**src/rtl/uart_rx.sv**
```systemverilog
// uart_rx: 8N1-style serial receiver with a first-word-fall-through receive FIFO.
// Detects a falling edge on the synchronized line and samples each bit mid-period.
// Received words are buffered in the FIFO; framing errors and overruns are sticky flags.
// Optional build macro UART_RX_MAJORITY_EN: decide each bit by a 2-of-3 vote around the
// sample point instead of a single sample.
//
// state | meaning
// ------+-------------------------------------------------------------
// IDLE  | hunting for a falling edge on the synchronized line
// START | timing to mid start bit; high there means a glitch, back to IDLE
// DATA  | sampling DWIDTH data bits LSB-first, one full bit apart
// STOP  | sampling the stop bit; write, overrun or framing error, then IDLE
module uart_rx #(
    parameter int DIV    = 8,
    parameter int DWIDTH = 8,
    parameter int FDEPTH = 16
) (
    input  logic              clk,
    input  logic              rst,
    input  logic              sIn,
    input  logic              rdEn,
    input  logic              clrErr,
    output logic [DWIDTH-1:0] dout,
    output logic              empty,
    output logic              fifoFull,
    output logic              frameErr,
    output logic              overrun
);

    localparam int CW = (DIV > 1) ? $clog2(DIV) : 1;
    localparam int BW = (DWIDTH > 1) ? $clog2(DWIDTH) : 1;
    localparam int AW = $clog2(FDEPTH);

    // The decision cycle for DATA/STOP is the same in both builds: with the vote
    // every state entry is one cycle later, so the window stays centred on mid-bit.
    localparam logic [CW-1:0] CNT_BIT = CW'(DIV - 1);
`ifdef UART_RX_MAJORITY_EN
    localparam logic [CW-1:0] CNT_START = CW'(DIV / 2);
`else
    localparam logic [CW-1:0] CNT_START = CW'(DIV / 2 - 1);
`endif

    typedef enum logic [1:0] {IDLE, START, DATA, STOP} state_t;

    logic              sync1_q, rx_s_q, rx_d_q;
    state_t            state_q, state_d;
    logic [CW-1:0]     cnt_q, cnt_d;
    logic [BW-1:0]     bit_cnt_q, bit_cnt_d;
    logic [DWIDTH-1:0] shift_q, shift_d;
    logic [AW-1:0]     wr_ptr_q, wr_ptr_d, rd_ptr_q, rd_ptr_d;
    logic [AW:0]       count_q, count_d;
    logic              frame_err_q, frame_err_d, overrun_q, overrun_d;
    logic [DWIDTH-1:0] mem [FDEPTH];
    logic              sample, push, pop, full, set_fe, set_ov;

`ifdef UART_RX_MAJORITY_EN
    logic rx_d2_q;

    // Third tap of the vote window.
    always_ff @(posedge clk or negedge rst) begin
        if (!rst) rx_d2_q <= 1'b1;
        else      rx_d2_q <= rx_d_q;
    end

    assign sample = (rx_s_q & rx_d_q) | (rx_s_q & rx_d2_q) | (rx_d_q & rx_d2_q);
`else
    assign sample = rx_s_q;
`endif

    assign full     = (count_q == (AW+1)'(FDEPTH));
    assign pop      = rdEn && (count_q != '0);
    assign empty    = (count_q == '0);
    assign fifoFull = full;
    assign frameErr = frame_err_q;
    assign overrun  = overrun_q;
    assign dout     = mem[rd_ptr_q];

    // Next-state logic for the receive FSM, FIFO pointers and sticky flags.
    always_comb begin
        state_d     = state_q;
        cnt_d       = cnt_q;
        bit_cnt_d   = bit_cnt_q;
        shift_d     = shift_q;
        push        = 1'b0;
        set_fe      = 1'b0;
        set_ov      = 1'b0;
        case (state_q)
            IDLE: begin
                cnt_d = '0;
                if (rx_d_q && !rx_s_q) state_d = START;
            end
            START: begin
                cnt_d = cnt_q + CW'(1);
                if (cnt_q == CNT_START) begin
                    cnt_d = '0;
                    if (!sample) begin
                        state_d   = DATA;
                        bit_cnt_d = '0;
                    end else begin
                        state_d = IDLE;
                    end
                end
            end
            DATA: begin
                cnt_d = cnt_q + CW'(1);
                if (cnt_q == CNT_BIT) begin
                    cnt_d   = '0;
                    shift_d = {sample, shift_q[DWIDTH-1:1]};
                    if (bit_cnt_q == BW'(DWIDTH - 1)) state_d = STOP;
                    else                             bit_cnt_d = bit_cnt_q + BW'(1);
                end
            end
            STOP: begin
                cnt_d = cnt_q + CW'(1);
                if (cnt_q == CNT_BIT) begin
                    cnt_d   = '0;
                    state_d = IDLE;
                    if (sample) begin
                        // A pop in the same cycle frees a slot in a full FIFO.
                        if (!full || pop) push   = 1'b1;
                        else              set_ov = 1'b1;
                    end else begin
                        set_fe = 1'b1;
                    end
                end
            end
            default: begin
                state_d = IDLE;
                cnt_d   = '0;
            end
        endcase

        wr_ptr_d = push ? wr_ptr_q + AW'(1) : wr_ptr_q;
        rd_ptr_d = pop  ? rd_ptr_q + AW'(1) : rd_ptr_q;
        case ({push, pop})
            2'b10:   count_d = count_q + (AW+1)'(1);
            2'b01:   count_d = count_q - (AW+1)'(1);
            default: count_d = count_q;
        endcase

        frame_err_d = set_fe ? 1'b1 : (clrErr ? 1'b0 : frame_err_q);
        overrun_d   = set_ov ? 1'b1 : (clrErr ? 1'b0 : overrun_q);
    end

    // Synchronizer, FSM, counters, pointers and flags.
    always_ff @(posedge clk or negedge rst) begin
        if (!rst) begin
            sync1_q     <= 1'b1;
            rx_s_q      <= 1'b1;
            rx_d_q      <= 1'b1;
            state_q     <= IDLE;
            cnt_q       <= '0;
            bit_cnt_q   <= '0;
            shift_q     <= '0;
            wr_ptr_q    <= '0;
            rd_ptr_q    <= '0;
            count_q     <= '0;
            frame_err_q <= 1'b0;
            overrun_q   <= 1'b0;
        end else begin
            sync1_q     <= sIn;
            rx_s_q      <= sync1_q;
            rx_d_q      <= rx_s_q;
            state_q     <= state_d;
            cnt_q       <= cnt_d;
            bit_cnt_q   <= bit_cnt_d;
            shift_q     <= shift_d;
            wr_ptr_q    <= wr_ptr_d;
            rd_ptr_q    <= rd_ptr_d;
            count_q     <= count_d;
            frame_err_q <= frame_err_d;
            overrun_q   <= overrun_d;
        end
    end

    // FIFO storage; cleared on reset so dout reads zero while empty after reset.
    always_ff @(posedge clk or negedge rst) begin
        if (!rst) begin
            for (int i = 0; i < FDEPTH; i++) mem[i] <= '0;
        end else if (push) begin
            mem[wr_ptr_q] <= shift_q;
        end
    end

endmodule
```
**config.mk**
```make
export PLATFORM = sky130hd
export DESIGN_NAME = uart_rx
export DESIGN_NICKNAME = d
export VERILOG_FILES = /design/src/rtl/uart_rx.sv
export SDC_FILE = /design/constraint.sdc
export NUM_CORES = 1
export LEC_CHECK = 0
export CAP_MARGIN = 30
export CORE_MARGIN = 4
export CORE_UTILIZATION = 67
export CTS_CLUSTER_DIAMETER = 30
export DETAILED_ROUTE_END_ITERATION = 6
export HOLD_SLACK_MARGIN = 0.05
export PLACE_DENSITY = 0.85
export SYNTH_ARGS = -nofsm -noshare
export SYNTH_HDL_FRONTEND = slang
export SYNTH_SLANG_ARGS = --single-unit
```
**constraint.sdc**
```tcl
create_clock -name clk -period 4.4 [get_ports clk]
set_input_delay 0.88 -clock clk [delete_from_list [all_inputs] [get_ports clk]]
set_output_delay 0.88 -clock clk [all_outputs]
set_load 0.01 [all_outputs]
```
==> impl_results.rst, run 1 <==
.. list-table::
   :header-rows: 1

   * - Metric
     - Value
   * - Post-Synthesis Net Count
     - 523
   * - DRC violations left
     - 0
   * - Critical Path End Type
     - output port
   * - Starting utilization of the core area
     - 0.688
   * - Average cell area after synthesis
     - 15.0 um2
   * - Clock sink count
     - 162
   * - Achievable Freq
     - 273 MHz
   * - Depth of the most critical reg-to-reg path
     - 10
   * - Number of flops mapped to enable cells by yosys
     - 0
   * - Die Outline Area
     - 13000 um2
   * - Number of pins exceeding their max-slew limit in the final report
     - 0
   * - Clock transition time at the flip-flop clock pins of the worst setup and hold paths
     - 0.06 ns
   * - Top_reg_cell synth
     - sky130_fd_sc_hd__dfrtp_1
   * - Final WL
     - 15300 um
   * - Clock latency on the worst-skew pair
     - 0.43 ns
   * - Syn-to-layout area delta
     - 11.9%
   * - Category of the most critical setup path
     - reg2out
   * - Yosys warns
     - 0
   * - Ordered list of cells on the worst path
     - buf_4 > mux4_2 > a22oi_1 > nand2_1 > clkdlybuf4s50_1
   * - Number of failing setup endpoints in the final timing report
     - 0
   * - Half-perimeter wire length after placement
     - 9620 um
   * - Core area
     - 10900 um2
   * - Sequential cell area fraction in the yosys report
     - 0.539
   * - Most common cell after layout, fill and taps aside
     - sky130_fd_sc_hd__dfrtp_1
   * - Reg-to-reg critical path endpoint
     - count_q[4]$_DFFE_PN0P_
   * - Crit path required time
     - 3.52 ns
   * - CTS resizes
     - 0
   * - Slowest stage cell on the critical path
     - sky130_fd_sc_hd__dfrtp_2
   * - TritonCTS clock tree
     - built
   * - Category of cells accounting for the largest share of critical-path delay
     - buffers and inverters
   * - Crit path time final
     - 3.66 ns
   * - Crit share post-route
     - 0.831
   * - Largest net degree at the start of global routing
     - 95
   * - Worst R2R Setup Slack
     - 1.04 ns
   * - Maximum vdd ir drop
     - 0.000441 V
   * - Setup repair after global routing missed its margin
     - no
   * - Sum Neg Setup Slack
     - 0 ns
   * - Total Power
     - 3.99 mW
   * - Post-Layout Cell Count
     - 667
   * - Result of the run
     - finished, final reports clean
   * - Via count of the first global-routing pass
     - 4771
   * - Routed wire length per instance
     - 23.0 um
   * - Setup crit start kind
     - flip-flop
   * - Total number of H-tree levels
     - 4
   * - Total global routing overflow
     - 0
   * - Number of top-level pins
     - 17
   * - Maximum buffer depth of the clock tree
     - 2
   * - CP arrival
     - 2.78 ns
   * - Avg Vias per Cell
     - 6.41
   * - Fraction of registers with async set or reset after synthesis
     - 1.00
   * - Critical path depth in cells
     - 5
   * - Final standard cell utilization of the core
     - 0.770
   * - Worst slew margin
     - 0.407
   * - Die extent in x
     - 114 um
   * - Inserted Clock Buffers
     - 17
   * - Tot GR Track Use
     - 0.262
   * - CP Buf/Inv Count
     - 2
   * - Number of cells on the worst hold path
     - 0
   * - Setup Fix Bufs, Post-CTS
     - 0
   * - Total count of hold-check failures in the final report
     - 0
   * - Critical path's largest stage delay
     - 0.60 ns
   * - Area of the mapped netlist
     - 7530 um2
   * - Post-DRT Antenna Nets
     - 0
   * - Reported leakage power
     - 3.96 nW
   * - Net count, final
     - 535
   * - Synth unique cells
     - 46
   * - Layout Skew
     - 0.00605 ns
   * - Drt first pass iters
     - 4
   * - Port-buffer cells
     - 16
   * - Start point of the worst hold path
     - sync1_q$_DFF_PN1_
   * - Commonest cells after routing, fill and taps aside
     - sky130_fd_sc_hd__dfrtp_1 (158), sky130_fd_sc_hd__mux2_2 (136), sky130_fd_sc_hd__mux4_2 (32)
   * - Final weighted congestion of routability-driven global placement
     - 0.822
   * - Vias
     - 4277
   * - DRT iter0 DRCs
     - 372
   * - Areal power density over the cells
     - 474 nW/um2
   * - Start point of the critical path
     - rd_ptr_q[0]$_DFFE_PN0P_
   * - Number of violations of the max-capacitance limit
     - 0
   * - Clk root buf
     - sky130_fd_sc_hd__clkbuf_16
   * - Cell total after placement
     - 635
   * - Vertical extent of the die
     - 114 um
   * - First-pass GRT wire length
     - 25400 um
   * - End point of the critical path
     - dout[0]
   * - Fraction of layout cells with a size suffix above 1
     - 0.442
   * - CTS Hold Bufs
     - 0
   * - Crit Reg-Reg Startpoint
     - cnt_q[0]$_DFF_PN0_
   * - Register bit total from synthesis
     - 162
   * - Hold crit path type
     - reg2reg
   * - Row Count
     - 38
   * - Least-Margin Pin Slew
     - 0.885 ns
   * - Final antenna diode count
     - 0
   * - Antenna violations before repair
     - 0
   * - Count of mapped cells out of synthesis
     - 502
   * - Worst Path Max Fanout
     - 12
-- how the worst min path moves through the flow --
stage and endpoint:
2_1_floorplan rx_s_q$_DFF_PN1_, 3_3_place_gp rx_s_q$_DFF_PN1_, 3_5_place_dp rx_s_q$_DFF_PN1_, 4_1_cts rx_s_q$_DFF_PN1_
5_1_grt rx_s_q$_DFF_PN1_, 6_report rx_s_q$_DFF_PN1_
-- cells in the mapped netlist (2+ instances only) --
| library cell | number | share of area |
|---|---|---|
| sky130_fd_sc_hd__a21oi_1 | 5 | 0.0033 |
| sky130_fd_sc_hd__a22o_1 | 2 | 0.0023 |
| sky130_fd_sc_hd__a22oi_1 | 16 | 0.016 |
| sky130_fd_sc_hd__a32o_1 | 2 | 0.0027 |
| sky130_fd_sc_hd__buf_1 | 2 | 0.0010 |
| sky130_fd_sc_hd__buf_2 | 6 | 0.0040 |
| sky130_fd_sc_hd__clkbuf_1 | 19 | 0.0095 |
| sky130_fd_sc_hd__dfrtp_1 | 159 | 0.53 |
| sky130_fd_sc_hd__dfstp_2 | 3 | 0.010 |
| sky130_fd_sc_hd__ha_1 | 15 | 0.025 |
| sky130_fd_sc_hd__inv_1 | 12 | 0.0060 |
| sky130_fd_sc_hd__mux2_1 | 2 | 0.0030 |
| sky130_fd_sc_hd__mux2_2 | 136 | 0.20 |
| sky130_fd_sc_hd__mux4_2 | 32 | 0.096 |
| sky130_fd_sc_hd__nand2_1 | 18 | 0.0090 |
| sky130_fd_sc_hd__nand2b_1 | 2 | 0.0017 |
| sky130_fd_sc_hd__nand3_2 | 2 | 0.0027 |
| sky130_fd_sc_hd__nand4_1 | 2 | 0.0017 |
| sky130_fd_sc_hd__nor2_1 | 9 | 0.0045 |
| sky130_fd_sc_hd__nor2_2 | 12 | 0.010 |
| sky130_fd_sc_hd__nor2b_1 | 4 | 0.0033 |
| sky130_fd_sc_hd__nor3_2 | 2 | 0.0027 |
| sky130_fd_sc_hd__nor3b_1 | 3 | 0.0030 |
| sky130_fd_sc_hd__o21ai_0 | 5 | 0.0033 |
| sky130_fd_sc_hd__o311ai_4 | 4 | 0.014 |
| sky130_fd_sc_hd__xnor2_1 | 8 | 0.0093 |
-- cell type report --
class                   count  area (um2)
flip-flops and latches    162        4060
multi-input cells         299        3300
fillers                   649        2510
clock buffers              21         470
repair buffers             22         219
well taps                 140         175
clock inverters            11         158
inverters                  12        45.0
-- state kept, by name, indices dropped and copies added, names as in the netlist, 3 cells and up, named ones only --
signal / count
mem: 128
shift_q: 8
count_q: 5
rd_ptr_q: 4
wr_ptr_q: 4
bit_cnt_q: 3
cnt_q: 3
-- per-stage QoR --
step / cell area, um2 / worst slack (ns) / hold slack, ns
final: 8420 / 0.743 / 0.364
after global routing: 8420 / 0.644 / 0.370
after CTS: 8420 / 0.737 / 0.365
after detailed placement: 7790 / 0.758 / 0.350
after global placement: 7790 / 0.931 / 0.347
after floorplan: 7530 / 1.53 / 0.345
-- per-layer routing --
| layer | vias to the layer above | part of all wire | track usage |
|---|---|---|---|
| met3 | 29 | 0.028 | 0.0631 |
| met1 | 2306 | 0.44 | 0.353 |
| li1 | 1870 | - | - |
| met4 | 0 | 0.022 | 0.0990 |
| met5 | - | 0 | 0 |
| met2 | 72 | 0.51 | 0.420 |
-- cell families (layout without fill, tap and decap cells) --
kind of cell             count (synthesis)  in the layout  share of synthesized area
multiplexers                           172            172                      0.306
buffers and inverters                   41             66                     0.0229
flip-flops                             162            162                      0.539
AO/OA/AOI/OAI                           40             40                     0.0484
XOR/XNOR                                 9              9                     0.0105
adder cells (fa/ha/maj)                 16             16                     0.0276
AND/OR/NAND/NOR                         62             62                     0.0459
-- report_power, final --
part | switching (mW) | total (mW) | internal, mW
logic | 0.423 | 0.735 | 0.312
registers | 0.125 | 1.69 | 1.57
clock network | 0.575 | 1.56 | 0.987
total | 1.12 | 3.99 | 2.87
No activity file was read; power rests on OpenSTA's default activity.
==> run 2, diff against run 1 <==
Settings changed: CORE_UTILIZATION 67 to 56, PLACE_DENSITY 0.85 to 0.76.
Clock period 4.4 ns to 2.9 ns, I/O delays scaled along.
==> impl_results.rst, run 2 (synthesis results as in run 1) <==
.. list-table::
   :header-rows: 1

   * - Metric
     - Value
   * - Tot GR Track Use
     - 0.225 (was 0.262)
   * - Routed wire length per instance
     - 21.6 um (was 23.0 um)
   * - Number of flip-flops under the largest register name
     - 128 (unchanged)
   * - Vias
     - 4269 (was 4277)
   * - Clk root buf
     - sky130_fd_sc_hd__clkbuf_16 (unchanged)
   * - Critical Path End Type
     - output port (unchanged)
   * - Inserted Clock Buffers
     - 17 (unchanged)
   * - Clock group share of total power
     - 0.367 (was 0.391)
   * - Layout Skew
     - 0.00786 ns (was 0.00605 ns)
   * - Number of pins exceeding their max-slew limit in the final report
     - 0 (unchanged)
   * - Internal power component
     - 4.56 mW (was 2.87 mW)
   * - Maximum buffer depth of the clock tree
     - 2 (unchanged)
   * - Clock sink count
     - 162 (unchanged)
   * - Register ranked first by flip-flop count
     - mem (unchanged)
   * - Final standard cell area without fillers
     - 8770 um2 (was 8420 um2)
   * - Number of failing setup endpoints in the final timing report
     - 0 (unchanged)
   * - Antenna violations before repair
     - 0 (unchanged)
   * - Achievable Freq
     - 354 MHz
   * - Maximum vdd ir drop
     - 0.000495 V (was 0.000441 V)
   * - Reported leakage power
     - 4.15 nW (was 3.96 nW)
   * - Post-DRT Antenna Nets
     - 0 (unchanged)
   * - Clock transition time at the flip-flop clock pins of the worst setup and hold paths
     - 0.06 ns (about the same)
   * - Switching part of the total power
     - 0.278 (was 0.281)
   * - Number of top-level pins
     - 17 (unchanged)
   * - Avg Vias per Cell
     - 5.87 (was 6.41)
   * - Net count, final
     - 561 (was 535)
   * - Row Count
     - 42 (was 38)
   * - Largest net degree at the start of global routing
     - 64 (was 95)
   * - Half-perimeter wire length after placement
     - 10100 um (was 9620 um)
   * - Total Power
     - 6.32 mW (was 3.99 mW)
   * - Share of total power in sequential cells
     - 0.407 (was 0.424)
   * - Core area
     - 13200 um2 (was 10900 um2)
   * - TritonCTS clock tree
     - built (unchanged)
   * - DRC violations left
     - 0 (unchanged)
   * - Crit path required time
     - 2.32 ns (was 3.52 ns)
   * - Register cell area after layout
     - 4060 um2 (about the same)
   * - Area after detailed placement
     - 7980 um2 (was 7790 um2)
   * - Result of the run
     - finished, final reports clean (unchanged)
   * - Filler Cell Count
     - 920 (was 649)
   * - Setup crit start kind
     - flip-flop (unchanged)
   * - Hold crit path type
     - in2async (was reg2reg)
   * - Total global routing overflow
     - 0 (unchanged)
   * - Clock latency on the worst-skew pair
     - 0.43 ns (about the same)
   * - Net switching component of the power
     - 1.76 mW (was 1.12 mW)
   * - Final WL
     - 15700 um (was 15300 um)
   * - Die Outline Area
     - 15400 um2 (was 13000 um2)
   * - Port-buffer cells
     - 16 (unchanged)
   * - Total count of hold-check failures in the final report
     - 0 (unchanged)
   * - Number of violations of the max-capacitance limit
     - 0 (unchanged)
   * - Worst slew margin
     - 0.551 (was 0.407)
   * - Total number of H-tree levels
     - 4 (unchanged)
   * - Die extent in x
     - 124 um (was 114 um)
   * - Via count of the first global-routing pass
     - 4715 (was 4771)
   * - Syn-to-layout area delta
     - 16.5% (was 11.9%)
   * - CP arrival
     - 2.24 ns (was 2.78 ns)
   * - Final critical-path setup slack
     - 0.0779 ns (was 0.743 ns)
   * - DRT iter0 DRCs
     - 281 (was 372)
   * - Fraction of layout cells with a size suffix above 1
     - 0.501 (was 0.442)
   * - Final antenna diode count
     - 0 (unchanged)
   * - Pre-CTS setup slack
     - 0.0241 ns (was 0.758 ns)
   * - Biggest registers after layout
     - mem (128), shift_q (8), count_q (5) (unchanged)
   * - Most common cell after layout, fill and taps aside
     - sky130_fd_sc_hd__dfrtp_1 (unchanged)
   * - Worst Path Max Fanout
     - 8 (was 12)
   * - Comb power frac
     - 0.227 (was 0.184)
   * - Areal power density over the cells
     - 721 nW/um2 (was 474 nW/um2)
   * - Area of combinational cells with multiple inputs
     - 3370 um2 (was 3300 um2)
   * - Starting utilization of the core area
     - 0.571 (was 0.688)
   * - Vertical extent of the die
     - 124 um (was 114 um)
   * - Commonest cells after routing, fill and taps aside
     - sky130_fd_sc_hd__dfrtp_1 (157), sky130_fd_sc_hd__mux2_2 (136), sky130_fd_sc_hd__mux4_2 (32) (was sky130_fd_sc_hd__dfrtp_1 (158), sky130_fd_sc_hd__mux2_2 (136), sky130_fd_sc_hd__mux4_2 (32))
   * - Final weighted congestion of routability-driven global placement
     - 0.790 (was 0.822)
   * - First-pass GRT wire length
     - 25400 um (about the same)
   * - Least-Margin Pin Slew
     - 0.672 ns (was 0.885 ns)
   * - Sum Neg Setup Slack
     - 0 ns (unchanged)
   * - Drt first pass iters
     - 5 (was 4)
   * - Category of the most critical setup path
     - reg2out (unchanged)
   * - Crit share post-route
     - 0.973
   * - Crit path time final
     - 2.82 ns
## run 2: cell count changes in the layout (fill, tap and decap cells not counted), moves of 2 or more
cell / delta
sky130_fd_sc_hd__buf_4: +18
sky130_fd_sc_hd__a22oi_1: -14
sky130_fd_sc_hd__a22oi_2: +14
sky130_fd_sc_hd__clkdlybuf4s50_1: -10
sky130_fd_sc_hd__clkinv_2: -5
sky130_fd_sc_hd__buf_2: +4
sky130_fd_sc_hd__dlygate4sd2_1: +4
sky130_fd_sc_hd__buf_12: +3
sky130_fd_sc_hd__buf_6: +3
sky130_fd_sc_hd__clkbuf_8: +3
sky130_fd_sc_hd__buf_8: +2
sky130_fd_sc_hd__clkbuf_1: +2
## run 2: metrics by stage
| stage | std cells | util | hold slack (ns) |
|---|---|---|---|
| finish | 727 | 0.665 | 0.130 |
| global route | 727 | 0.665 | 0.171 |
| CTS | 728 | 0.664 | 0.153 |
| detailed placement | 687 | 0.605 | 0.348 |
| global placement | 687 | 0.605 | 0.347 |
| floorplan | 502 | - | 0.284 |
## run 2: power groups by stage
stage | Sequential, mW | Clock [mW] | Combinational [mW]
6_report | 2.57 | 2.32 | 1.43
2_1_floorplan | 2.49 | 0 | 0.904
4_1_cts | 2.57 | 2.35 | 1.47
3_5_place_dp | 2.60 | 0 | 1.23
5_1_grt | 2.59 | 2.45 | 1.56
3_3_place_gp | 2.59 | 0 | 1.19
## run 2: metal layers
layer,vias to the layer above,part of all wire,wire length (um),track usage
li1,1932,-,-,-
met1,2255,0.43,6800,0.289
met2,58,0.52,8090,0.377
met3,24,0.031,490,0.0554
met4,0,0.019,290,0.0767
met5,-,0,0,0
## run 2: critical path, stage by stage (launching register included)
cell	delay, ns
sky130_fd_sc_hd__dfrtp_2	0.54
sky130_fd_sc_hd__buf_4	0.17
sky130_fd_sc_hd__mux4_2	0.51
sky130_fd_sc_hd__a22oi_2	0.21
sky130_fd_sc_hd__nand2_1	0.09
sky130_fd_sc_hd__dlygate4sd2_1	0.29
## run 2: final cells by class
cell class	instances	share of cell area
flip-flops and latches	162	0.463
multi-input cells	299	0.385
clock buffers	26	0.0592
repair buffers	48	0.0519
well taps	176	0.0251
clock inverters	4	0.0108
inverters	12	0.00514
## run 2: final timing paths
| path | from | to | slack [ns] | depth (start not counted) |
|---|---|---|---|---|
| max in group asynchronous | rst | rx_s_q$_DFF_PN1_ | 1.92 | 2 |
| worst max register to register | count_q[0]$_DFFE_PN0P_ | count_q[4]$_DFFE_PN0P_ | 0.20 | 8 |
| min in group clk | sync1_q$_DFF_PN1_ | rx_s_q$_DFF_PN1_ | 0.36 | 0 |
| worst min register to register | sync1_q$_DFF_PN1_ | rx_s_q$_DFF_PN1_ | 0.36 | 0 |
| worst max-delay path | rd_ptr_q[0]$_DFFE_PN0P_ | dout[7] | 0.08 | 5 |
| worst min-delay path | rst | mem[121]$_DFFE_PN0P_ | 0.13 | 1 |
## run 2: what timing repair did
| action | CTS | global route |
|---|---|---|
| hold buffers | 0 | 0 |
| gates resized for setup | 37 | 11 |
| buffers inserted | 10 | 0 |
| hold endpoints to repair | 0 | 0 |
| gates cloned | 1 | 0 |
| pin swaps | 2 | 5 |
| endpoints found under the setup margin | 9 | 11 |
==> run 3, diff against run 2 <==
==> constraint.sdc (replaced) <==
create_clock -name clk -period 2.9 [get_ports clk]
set_input_delay 0.725 -clock clk [delete_from_list [all_inputs] [get_ports clk]]
set_output_delay 0.725 -clock clk [all_outputs]
set_load 0.01 [all_outputs]
==> impl_results.rst, run 3 (synthesis results as in run 1) <==
.. list-table::
   :header-rows: 1

   * - Metric
     - Value
   * - DRT iter0 DRCs
     - 256 (was 281)
   * - Biggest registers after layout
     - mem (128), shift_q (8), count_q (5) (unchanged)
   * - Critical Path End Type
     - output port (unchanged)
   * - Syn-to-layout area delta
     - 17.9% (was 16.5%)
   * - Result of the run
     - finished, final reports clean (unchanged)
   * - Final weighted congestion of routability-driven global placement
     - 0.835 (was 0.790)
   * - Critical path's largest stage delay
     - 0.51 ns (was 0.54 ns)
   * - Routed wire length per instance
     - 21.1 um (was 21.6 um)
   * - Internal power component
     - 4.62 mW (was 4.56 mW)
   * - Number of pins exceeding their max-slew limit in the final report
     - 0 (unchanged)
   * - CP Buf/Inv Count
     - 3 (was 2)
   * - Final standard cell utilization of the core
     - 0.673 (was 0.665)
   * - First-pass GRT wire length
     - 25200 um (was 25400 um)
   * - Category of the most critical setup path
     - reg2out (unchanged)
   * - Comb power frac
     - 0.236 (was 0.227)
   * - Port-buffer cells
     - 16 (unchanged)
   * - Half-perimeter wire length after placement
     - 10200 um (was 10100 um)
   * - Maximum buffer depth of the clock tree
     - 2 (unchanged)
   * - Crit share post-route
     - 0.991 (was 0.973)
   * - Total number of H-tree levels
     - 4 (unchanged)
   * - Hold crit path type
     - in2async (unchanged)
   * - Clock sink count
     - 162 (unchanged)
   * - Drt first pass iters
     - 4 (was 5)
   * - Category of cells accounting for the largest share of critical-path delay
     - multiplexers (was flip-flops)
   * - Total count of hold-check failures in the final report
     - 0 (unchanged)
   * - Maximum vdd ir drop
     - 0.000503 V (was 0.000495 V)
   * - CP arrival
     - 2.15 ns (was 2.24 ns)
   * - Die extent in x
     - 124 um (unchanged)
   * - Fraction of layout cells with a size suffix above 1
     - 0.513 (was 0.501)
   * - Worst Path Max Fanout
     - 4 (was 8)
   * - Avg Vias per Cell
     - 5.92 (was 5.87)
   * - Hold slack
     - 0.295 ns (was 0.130 ns)
   * - Commonest cells after routing, fill and taps aside
     - sky130_fd_sc_hd__dfrtp_1 (157), sky130_fd_sc_hd__mux2_2 (136), sky130_fd_sc_hd__mux4_2 (32) (unchanged)
   * - Ordered list of cells on the worst path
     - buf_12 > buf_16 > mux4_2 > a22oi_2 > nand2_1 > buf_2 (was buf_4 > mux4_2 > a22oi_2 > nand2_1 > dlygate4sd2_1)
   * - Vias
     - 4355 (was 4269)
   * - Net switching component of the power
     - 1.78 mW (was 1.76 mW)
   * - Critical path depth in cells
     - 6 (was 5)
   * - Slowest stage cell on the critical path
     - sky130_fd_sc_hd__mux4_2 (was sky130_fd_sc_hd__dfrtp_2)
   * - Largest net degree at the start of global routing
     - 69 (was 64)
   * - Area after detailed placement
     - 8080 um2 (was 7980 um2)
   * - Via count of the first global-routing pass
     - 4698 (was 4715)
   * - Vertical extent of the die
     - 124 um (unchanged)
   * - Setup repair after global routing missed its margin
     - yes
   * - Post-DRT Antenna Nets
     - 0 (unchanged)
   * - Worst slew margin
     - 0.418 (was 0.551)
   * - Total Power
     - 6.40 mW (was 6.32 mW)
   * - Reg-to-reg critical path endpoint
     - count_q[4]$_DFFE_PN0P_ (unchanged)
   * - Row Count
     - 42 (unchanged)
   * - Clock group share of total power
     - 0.366 (was 0.367)
   * - Least-Margin Pin Slew
     - 0.868 ns (was 0.672 ns)
   * - Crit Reg-Reg Startpoint
     - count_q[0]$_DFFE_PN0P_ (unchanged)
   * - Achievable Freq
     - 348 MHz (was 354 MHz)
   * - Number of violations of the max-capacitance limit
     - 0 (unchanged)
   * - Number of flip-flops under the largest register name
     - 128 (unchanged)
   * - Areal power density over the cells
     - 721 nW/um2 (about the same)
   * - DRC violations left
     - 0 (unchanged)
   * - Antenna violations before repair
     - 0 (unchanged)
   * - Core area
     - 13200 um2 (unchanged)
   * - Final WL
     - 15600 um (was 15700 um)
   * - Share of total power in sequential cells
     - 0.398 (was 0.407)
   * - Register ranked first by flip-flop count
     - mem (unchanged)
   * - Depth of the most critical reg-to-reg path
     - 8 (unchanged)
   * - Final standard cell area without fillers
     - 8870 um2 (was 8770 um2)
   * - Most common cell after layout, fill and taps aside
     - sky130_fd_sc_hd__dfrtp_1 (unchanged)
   * - Crit path time final
     - 2.87 ns (was 2.82 ns)
   * - Total global routing overflow
     - 0 (unchanged)
   * - Crit path required time
     - 2.17 ns (was 2.32 ns)
   * - Setup crit start kind
     - flip-flop (unchanged)
   * - Number of top-level pins
     - 17 (unchanged)
   * - Switching part of the total power
     - 0.278 (about the same)
   * - Clock transition time at the flip-flop clock pins of the worst setup and hold paths
     - 0.06 ns (about the same)
   * - Final antenna diode count
     - 0 (unchanged)
   * - Inserted Clock Buffers
     - 17 (unchanged)
   * - Layout Skew
     - 0.00734 ns (was 0.00786 ns)
   * - Tot GR Track Use
     - 0.224 (was 0.225)
   * - Net count, final
     - 568 (was 561)
   * - Die Outline Area
     - 15400 um2 (unchanged)
   * - Clock latency on the worst-skew pair
     - 0.43 ns (about the same)
   * - Starting utilization of the core area
     - 0.571 (unchanged)
   * - Reported leakage power
     - 4.22 nW (was 4.15 nW)
   * - Number of failing setup endpoints in the final timing report
     - 0 (unchanged)
   * - TritonCTS clock tree
     - built (unchanged)
   * - Clk root buf
     - sky130_fd_sc_hd__clkbuf_16 (unchanged)
   * - Worst R2R Setup Slack
     - 0.18 ns (was 0.20 ns)
run 3: power by group through the flow:
| stage | Combinational, mW | Clock [mW] | Sequential, mW |
|---|---|---|---|
| after floorplan | 0.904 | 0 | 2.49 |
| after global placement | 1.20 | 0 | 2.57 |
| after detailed placement | 1.24 | 0 | 2.58 |
| after CTS | 1.58 | 2.38 | 2.54 |
| after global routing | 1.64 | 2.48 | 2.57 |
| final | 1.51 | 2.35 | 2.55 |
run 3: layout make-up:
cell class | instances | area, um2
fill | 915 | 4320
sequential | 162 | 4060
multi-input combinational | 299 | 3360
timing repair buffer | 55 | 568
clock buffer | 22 | 464
tap | 176 | 220
clock inverter | 10 | 156
inverter | 12 | 45.0
run 3: repair_timing:
| item | CTS | global route |
|---|---|---|
| endpoints found under the setup margin | 10 | 9 |
| hold endpoints to repair | 0 | 0 |
| pin swaps | 10 | 6 |
| hold buffers | 0 | 0 |
| setup buffers | 6 | 0 |
| gates cloned | 3 | 0 |
| gates resized for setup | 47 | 5 |
run 3: worst reg2reg max path: stages, from the launching register on:
cell	delay, ns
sky130_fd_sc_hd__dfrtp_2	0.44
sky130_fd_sc_hd__or4_4	0.59
sky130_fd_sc_hd__o31a_2	0.31
sky130_fd_sc_hd__inv_1	0.07
sky130_fd_sc_hd__ha_2	0.25
sky130_fd_sc_hd__ha_1	0.29
sky130_fd_sc_hd__a21oi_1	0.24
sky130_fd_sc_hd__o21ai_0	0.14
sky130_fd_sc_hd__o311ai_0	0.31
run 3: through the flow:
stage               std cells  setup TNS (ns)  setup slack (ns)
floorplan                 502               0            0.0275
global placement          696               0            0.0341
detailed placement        696         -0.0673           -0.0608
CTS                       737        -0.00971          -0.00971
global route              736          -0.150           -0.0395
finish                    736               0            0.0259
run 3: worst max path at each step:
stage,from,endpoint,slack [ns]
detailed placement,rdEn,count_q[4]$_DFFE_PN0P_,-0.06
finish,rd_ptr_q[0]$_DFFE_PN0P_,dout[6],0.03
floorplan,cnt_q[0]$_DFF_PN0_,count_q[4]$_DFFE_PN0P_,0.03
global route,rd_ptr_q[0]$_DFFE_PN0P_,dout[3],-0.04
global placement,rdEn,count_q[4]$_DFFE_PN0P_,0.03
CTS,rd_ptr_q[0]$_DFFE_PN0P_,dout[5],-0.01
run 3: metal layers:
metal	vias to the layer above	track usage	wire length, um
met5	-	0	0
met4	0	0.0698	261
met3	21	0.0513	491
met2	74	0.386	8160
met1	2315	0.282	6640
li1	1945	-	-
